## config.mk

```make
export PLATFORM = sky130hd
export DESIGN_NAME = tune_decoder
export DESIGN_NICKNAME = d
export VERILOG_FILES = /design/src/rtl/tune_decoder.sv
export SDC_FILE = /design/constraint.sdc
export NUM_CORES = 1
export LEC_CHECK = 0
export CAP_MARGIN = 20
export CORE_ASPECT_RATIO = 1.1
export CORE_MARGIN = 1
export CORE_UTILIZATION = 40
export CTS_CLUSTER_SIZE = 10
export DETAILED_ROUTE_END_ITERATION = 10
export PLACE_DENSITY = 0.56
export REMOVE_ABC_BUFFERS = 1
export SLEW_MARGIN = 0
export SYNTH_ARGS = -nofsm -noshare
export SYNTH_HDL_FRONTEND = slang
export SYNTH_SLANG_ARGS = --single-unit
```

## constraint.sdc

```tcl
create_clock -name clk -period 4.4 [get_ports clk]
set_clock_uncertainty 0.2 [all_clocks]
set_input_delay 0.44 -clock clk [delete_from_list [all_inputs] [get_ports clk]]
set_output_delay 0.44 -clock clk [all_outputs]
set_load 0.02 [all_outputs]
```

## src/rtl/tune_decoder.sv

```systemverilog
// tune_decoder
// ------------
// Measures the period of an asynchronous square-wave tone and classifies it
// against a fixed table of fourteen nominal note periods. A note is reported
// on tune_code only after MATCH_CNT consecutive periods classify to the same
// code. If no rising edge arrives for TIMEOUT cycles, the tone is declared
// silent.
//
// Parameters
//   MATCH_CNT  consecutive same-code periods needed before tune_code updates (1..3)
//   TIMEOUT    clk cycles without a rising edge before silence is declared
//
// Ports
//   clk          system clock; all logic uses its rising edge
//   nRST         asynchronous active-low reset
//   en           decoder enable; low forces IDLE and holds tune_code/period
//   wave_in      asynchronous square-wave input
//   tune_code    decoded tone: 0 = silence, 1..14 = notes
//   code_valid   registered (tune_code != 0)
//   code_strobe  one-cycle pulse on every tune_code change
//   period       last measured full period in clk cycles
//   bad_period   one-cycle pulse when a period matches no table entry
//   dbg_state    FSM state: 0 = IDLE, 1 = MEASURE
//
// Output semantics: code_valid is a level qualifier for tune_code, not a
// handshake. code_strobe and bad_period are single-cycle event pulses with no
// back-pressure; a consumer must sample them on every clock.
module tune_decoder #(
  parameter int unsigned MATCH_CNT = 2,
  parameter logic [15:0] TIMEOUT   = 16'd32767
) (
  input  logic        clk,
  input  logic        nRST,
  input  logic        en,
  input  logic        wave_in,
  output logic [3:0]  tune_code,
  output logic        code_valid,
  output logic        code_strobe,
  output logic [15:0] period,
  output logic        bad_period,
  output logic        dbg_state
);

  typedef enum logic {
    IDLE    = 1'b0,
    MEASURE = 1'b1
  } state_t;

  localparam logic [1:0] MATCH_TGT = 2'(MATCH_CNT);

  state_t      state_q, state_d;
  logic [1:0]  sync_q;
  logic        sync_prev_q;
  logic        rise;
  logic [15:0] cnt_q, cnt_d;
  logic [3:0]  cand_q, cand_d;
  logic [1:0]  mc_q, mc_d, mc_inc;
  logic [3:0]  match_code;
  logic [3:0]  code_d;
  logic        valid_d, strobe_d, bad_d;
  logic [15:0] period_d;

  // Nominal full period for each note code.
  function automatic logic [15:0] nominal(input logic [3:0] code);
    case (code)
      4'd1:    return 16'd22934;
      4'd2:    return 16'd20431;
      4'd3:    return 16'd18202;
      4'd4:    return 16'd17181;
      4'd5:    return 16'd15306;
      4'd6:    return 16'd13636;
      4'd7:    return 16'd12149;
      4'd8:    return 16'd11467;
      4'd9:    return 16'd10216;
      4'd10:   return 16'd9101;
      4'd11:   return 16'd8590;
      4'd12:   return 16'd7653;
      4'd13:   return 16'd6818;
      4'd14:   return 16'd6074;
      default: return 16'd0;
    endcase
  endfunction

  // Tolerance window is +/- nom/64 (about 1.6 %), inclusive at both ends.
  function automatic logic in_window(input logic [15:0] p, input logic [15:0] nom);
    logic [15:0] tol;
    tol = nom >> 6;
    return (p >= (nom - tol)) && (p <= (nom + tol));
  endfunction

  // Rising edge on the synchronized input.
  assign rise      = sync_q[1] & ~sync_prev_q;
  assign dbg_state = state_q;

  // Classifier on the live counter value. Scanning from the top down lets the
  // lowest matching code overwrite any higher one.
  always_comb begin
    match_code = 4'd0;
    for (int k = 14; k >= 1; k--) begin
      if (in_window(cnt_q, nominal(4'(k)))) match_code = 4'(k);
    end
  end

  // Next-state and output logic.
  always_comb begin
    state_d  = state_q;
    cnt_d    = cnt_q;
    cand_d   = cand_q;
    mc_d     = mc_q;
    code_d   = tune_code;
    strobe_d = 1'b0;
    bad_d    = 1'b0;
    period_d = period;
    mc_inc   = (mc_q == 2'd3) ? 2'd3 : mc_q + 2'd1;

    if (!en) begin
      state_d = IDLE;
      cnt_d   = 16'd0;
      mc_d    = 2'd0;
    end else begin
      case (state_q)
        IDLE: begin
          cnt_d = 16'd0;
          // First edge only starts the count; there is no period to report.
          if (rise) begin
            state_d = MEASURE;
            cnt_d   = 16'd1;
          end
        end
        MEASURE: begin
          // An edge wins over a simultaneous timeout.
          if (rise) begin
            period_d = cnt_q;
            cnt_d    = 16'd1;
            if (match_code == 4'd0) begin
              bad_d = 1'b1;
              mc_d  = 2'd0;
            end else begin
              if (match_code == cand_q) begin
                mc_d = mc_inc;
              end else begin
                cand_d = match_code;
                mc_d   = 2'd1;
              end
              if ((mc_d >= MATCH_TGT) && (match_code != tune_code)) begin
                code_d   = match_code;
                strobe_d = 1'b1;
              end
            end
          end else if (cnt_q >= TIMEOUT) begin
            state_d  = IDLE;
            cnt_d    = 16'd0;
            mc_d     = 2'd0;
            code_d   = 4'd0;
            strobe_d = (tune_code != 4'd0);
          end else if (cnt_q != 16'hFFFF) begin
            cnt_d = cnt_q + 16'd1;
          end
        end
        default: state_d = IDLE;
      endcase
    end

    valid_d = (code_d != 4'd0);
  end

  always_ff @(posedge clk or negedge nRST) begin
    if (!nRST) begin
      sync_q      <= 2'b00;
      sync_prev_q <= 1'b0;
      state_q     <= IDLE;
      cnt_q       <= 16'd0;
      cand_q      <= 4'd0;
      mc_q        <= 2'd0;
      tune_code   <= 4'd0;
      code_valid  <= 1'b0;
      code_strobe <= 1'b0;
      bad_period  <= 1'b0;
      period      <= 16'd0;
    end else begin
      sync_q      <= {sync_q[0], wave_in};
      sync_prev_q <= sync_q[1];
      state_q     <= state_d;
      cnt_q       <= cnt_d;
      cand_q      <= cand_d;
      mc_q        <= mc_d;
      tune_code   <= code_d;
      code_valid  <= valid_d;
      code_strobe <= strobe_d;
      bad_period  <= bad_d;
      period      <= period_d;
    end
  end

endmodule

```

* Word-level counts from Yosys, hierarchy flattened
Index checks and enable logic that the tools add are counted.
** Cells by class
- Bitwise operators :: 5
- Reductions and logical operators :: 21
- $lt $le $gt $ge :: 30
- Add/subtract/negate cells :: 2
- Eq/ne operators :: 7
- Muxes and demuxes :: 52
** Operators by type and width (count)
- greater-or-equal comparator 16 x 14 -> 1 bit, second input constant :: 7
- less-or-equal comparator 16 x 14 -> 1 bit, second input constant :: 7
- greater-or-equal comparator 16 x 15 -> 1 bit, second input constant :: 5
- two-way mux 4 bit :: 20
- less-or-equal comparator 16 x 15 -> 1 bit, second input constant :: 4
- two-way mux 16 bit :: 4
- greater-or-equal comparator 16 x 13 -> 1 bit, second input constant :: 3
- less-or-equal comparator 16 x 13 -> 1 bit, second input constant :: 3
- case mux 16 bit (2 select lines) :: 1
- two-way mux 2 bit :: 11
- adder 16 x 1 -> 16 bit, second input constant :: 1
- != test 16 bit, second input constant :: 1
- logical AND 1 bit :: 15
- two-way mux 1 bit :: 15
- nonzero test 4 bit :: 2
- != test 5 x 2 -> 1 bit, second input constant :: 1
- AND reduction 5 bit :: 1
- == test 4 bit :: 1
- logical NOT 4 bit :: 1
- != test 4 bit :: 1
- inverter 1 bit :: 4
- != test 3 x 1 -> 1 bit, second input constant :: 1
- AND reduction 3 bit :: 1
- adder 2 x 1 -> 2 bit, second input constant :: 1
- 6 further kinds :: 6
** Storage, ports and cells
- Input port bits :: 4
- Word-level logic and storage cells :: 128
- Register bits after elaboration :: 49

* Logic depth before layout (Yosys ltp)
- Depth after elaboration :: 30
- Depth in mapped cells :: 14
- Mapped depth without buffers :: 13

* Worst setup path before layout
Ideal clock, no wire load.
- Kind :: register to register
- Start point :: register cnt_q[14]
- End point :: register code_valid
- Arrival :: 3.445 ns
- Period minus slack after synthesis :: 3.784 ns
- Slack :: 0.616 ns
- Buffers on the path :: 1
- Stages on the path, launching flop included :: 12
- Library setup time :: 0.139 ns
- Path through :: dfrtp_1 or4b_2 clkbuf_1 or4_1 a31oi_1 or2_1 nand3b_1 xnor2_1 nand4_2 nor3b_4 o2111ai_2 or4_1
** Between the ends
- Cells in the longest elaborated chain, start to end :: 30
- Elaborated cells between the ends (all ways) :: 74
** RTL lines
- start: declaration :: RTL line 55 : logic [15:0] cnt_q, cnt_d;
- start signal: assignment :: RTL line 184 : cnt_q <= cnt_d;
- greater-or-equal comparator 16 x 13 -> 1 bit / less-or-equal comparator 16 x 13 -> 1 bit (equally long branches) :: RTL line 88 : return (p >= (nom - tol)) && (p <= (nom + tol));
- logical AND 1 bit :: RTL line 88
- two-way mux 4 bit (14 in series) :: RTL line 100 : if (in_window(cnt_q, nominal(4'(k)))) match_code = 4'(k);
- == test 4 bit :: RTL line 139 : if (match_code == cand_q) begin
- two-way mux 2 bit :: RTL line 139
- two-way mux 2 bit :: RTL line 135 : if (match_code == 4'd0) begin
- two-way mux 2 bit :: RTL line 132 : if (rise) begin
- two-way mux 2 bit :: RTL line 121 : case (state_q)
- [... 3 more ...]
- two-way mux 4 bit :: RTL line 145 : if ((mc_d >= MATCH_TGT) && (match_code != tune_code)) begin
- two-way mux 4 bit :: RTL line 135
- two-way mux 4 bit (*) :: RTL line 132
- two-way mux 4 bit (*) :: RTL line 121
- two-way mux 4 bit (*) :: RTL line 116 : if (!en) begin
- via code_d[0] :: RTL line 59 : logic [3:0] code_d;
- nonzero test 4 bit (*) :: RTL line 164 : valid_d = (code_d != 4'd0);
- via valid_d :: RTL line 60 : logic valid_d, strobe_d, bad_d;
- end signal: assignment :: RTL line 188 : code_valid <= valid_d;
- end: declaration :: RTL line 37 : output logic code_valid,
Mark *: on every way through the listed nets, which the timed path passes. The rest lies on a longest branch. The select of a mux whose other input is x is not followed.
A chain may end at the register's enable or synchronous reset.

* Final worst setup path
- Start point :: register cnt_q[8]
- End point :: register code_valid
The elaborated chain is that of the path after synthesis.

==> flow_summary.ini <==
[outcome]
status = complete, no violations

[clock_tree]
cts_buffer_depth = 2
numCtsBuffers = 5
path_clk_slew_ns = 0.09
root_buffer = clkbuf_8
clock_tree.htree_level_count = 2
cts_tree = built
clock_sinks = 49
insertion_delay_ns = 0.31

[synth]
ys.flop_type = dfrtp_1
avgSynthCellArea_um2 = 8.19
ys_top_cells_by_area = dfrtp_1, nand2_1, nor2_1
synth_seq_area_share_pct = 36.4
netlist_area_um2 = 3370
yosysWarnings = 0
synth_area_leader_cell = dfrtp_1
yosys.area.top_type_share_pct = 36.4
synth_seq_cells = 49
synth_edf_count = 0
synthArstFlopShare_pct = 100
synth_cells = 411
synth_cell_type_count = 63

[routing]
first_pass_iters = 6
drt_wl_total_mm = 10.4
wire_per_inst_um = 18.8
post-route-drc-count = 0
vias_per_cell = 6.00
drtAntennaViolNets = 0
num_vias = 3325
drt-initial-drc-count = 351

[timing]
slew_headroom_pct = 50.9
max_freq_mhz = 241
rsz0062_at_grt = no
slew_violations = 0
hold_viol_final = 0
fin_crit_sh_pct = 94.3
fin_tns_setup_ns = 0
setup_viol = 0
worst_pin_slew_ns = 0.735
min_period_ns = 4.15

[global_routing]
grt_overflow = 0
antenna_found_initial = 0
grt_pass1_wl_mm = 17.2
grt_usage_pct = 25.6
grt_pass1_vias = 3187
grt_max_degree = 50

[placed_design]
io_buffers = 27
dp_cells = 543
dp_hpwl_mm = 7.75
gp_congestion = 0.943

[die]
row_count = 34
io_pins = 28
start_util_pct = 41.9
die_y_um = 98.2
die_area_um2 = 8790
core_area_um2 = 8040
die_x_um = 89.5

[setup_path]
cp_max_fo = 15
critPathArrivalTime_ns = 4.14
path_class = flip-flop to flip-flop
end_kind = flip-flop
cp_slowest_cell = dfrtp_1
worstSetupStartpointType = flip-flop
critical_path_required_ns = 4.39
path_cells = buf_4 -> or2_2 -> or4_1 -> a31oi_1 -> a211oi_1 -> o221ai_2 -> nor4b_4 -> xor2_1 -> nand4_2 -> nor3b_4 -> o2111ai_2 -> or4_1
cpMostUsedCell = or4_1
max_stage_delay_ns = 0.58

[layout]
layout_commonest_cell = nand2_1
drive_gt1_share_pct = 12.8
flow.area_growth_from_synthesis_pct = 18.8
final_cell_mix = nand2_1, dfrtp_1, nor2_1
fin_util_pct = 49.7
diodes = 0
final_nets = 453
instances_no_fill = 554

[min_path]
worstHoldPathType = flip-flop to flip-flop

[pwr]
p_leak_nw = 1.68
p_total_uw = 829
vdd_drop_max_mv = 0.122
p_per_area_nw_per_um2 = 207

[run]
drv_cap = 0
## power by group
part | internal (mW) | switching (mW)
Combinational | 0.0298 | 0.0430
Clock | 0.128 | 0.162
Sequential | 0.459 | 0.00720
## per-stage QoR
step	worst slack [ns]	area [µm²]	hold slack, ns
floorplan	0.529	3200	-0.0556
global placement	0.333	3850	0.135
detailed placement	0.208	3850	0.135
CTS	0.204	3950	0.157
global route	0.0399	4000	0.180
finish	0.253	4000	0.155
## critical path, delay by kind of cell, from the launching register on
family	cells	cell delay [ns]
buffers and inverters	1	0.26
flip-flops	1	0.58
XOR/XNOR	1	0.21
AND/OR/NAND/NOR	6	2.21
AO/OA/AOI/OAI	4	0.56
## layer usage
metal / vias up / GRT usage [%] / wire length (µm)
met2: 141 / 38.3 / 4760
met5: - / 0 / 0
met1: 1589 / 37.3 / 4810
met4: 0 / 8.67 / 296
met3: 29 / 3.80 / 544
li1: 1566 / - / -
## logic make-up (layout without fill, tap and decap cells)
kind of cell	Yosys count	count (layout)	synth area share, %
buffers and inverters	41	76	5.69
XOR/XNOR	17	17	4.42
AO/OA/AOI/OAI	87	87	17.8
AND/OR/NAND/NOR	213	213	34.2
flip-flops	49	49	36.4
adder cells (fa/ha/maj)	4	4	1.49
## flip-flops by register name (all words and copies together) (netlist names)
register	count
sync_prev_q	1
code_strobe	1
mc_q	2
tune_code	4
dbg_state	1
period	16
bad_period	1
cand_q	4
cnt_q	16
code_valid	1
sync_q	2
## final cells by class
cell class | instances | area [µm²]
clock buffers | 6 | 82.6
clock inverters | 2 | 13.8
fillers | 781 | 4040
inverters | 6 | 22.5
multi-input cells | 321 | 1960
flip-flops and latches | 49 | 1230
well taps | 108 | 135
repair buffers | 62 | 556
## timing repair
action,4_1_cts,5_1_grt
gates resized for setup,0,2
hold buffers,0,1
buffers inserted,0,1
endpoints found under the hold margin,0,19
setup endpoints to repair,0,1
## cell usage after synthesis, types with 3 or more instances
master     number
o21ai_0        19
nor2b_1         5
nor4_1         13
or4_1           5
or3_1           8
nand4_1        10
a2111oi_0       3
nor4b_1         4
a21boi_0        3
nand3_1        18
a211oi_1        3
buf_1           4
nor2_1         34
xor2_1         11
a31oi_1        11
a21oi_1        16
o31ai_1         3
buf_2           7
nand4b_1        4
a22o_1          3
nand3b_1        6
dfrtp_1        49
inv_1           6
o21bai_1        5
nor3b_1         3
nand2_1        69
xnor2_1         6
nor3_1         11
clkbuf_1       20
a21o_1          3
ha_1            4
and2_1          3
nand2b_1        5
## final timing paths
path | slack (ns) | start | cells past startpoint | endpoint
max | 0.25 | cnt_q[8]$_DFFE_PN0P_ | 12 | code_valid$_DFF_PN0_
min reg2reg | 0.15 | sync_q[0]$_DFF_PN0_ | 0 | sync_q[1]$_DFF_PN0_
min in group asynchronous | 0.41 | nRST | 2 | cnt_q[2]$_DFFE_PN0P_
max reg2reg | 0.25 | cnt_q[8]$_DFFE_PN0P_ | 12 | code_valid$_DFF_PN0_
min | 0.15 | sync_q[0]$_DFF_PN0_ | 0 | sync_q[1]$_DFF_PN0_
max in group asynchronous | 3.05 | nRST | 3 | cand_q[2]$_DFFE_PN0P_
No activity file was read; power rests on OpenSTA's default activity.
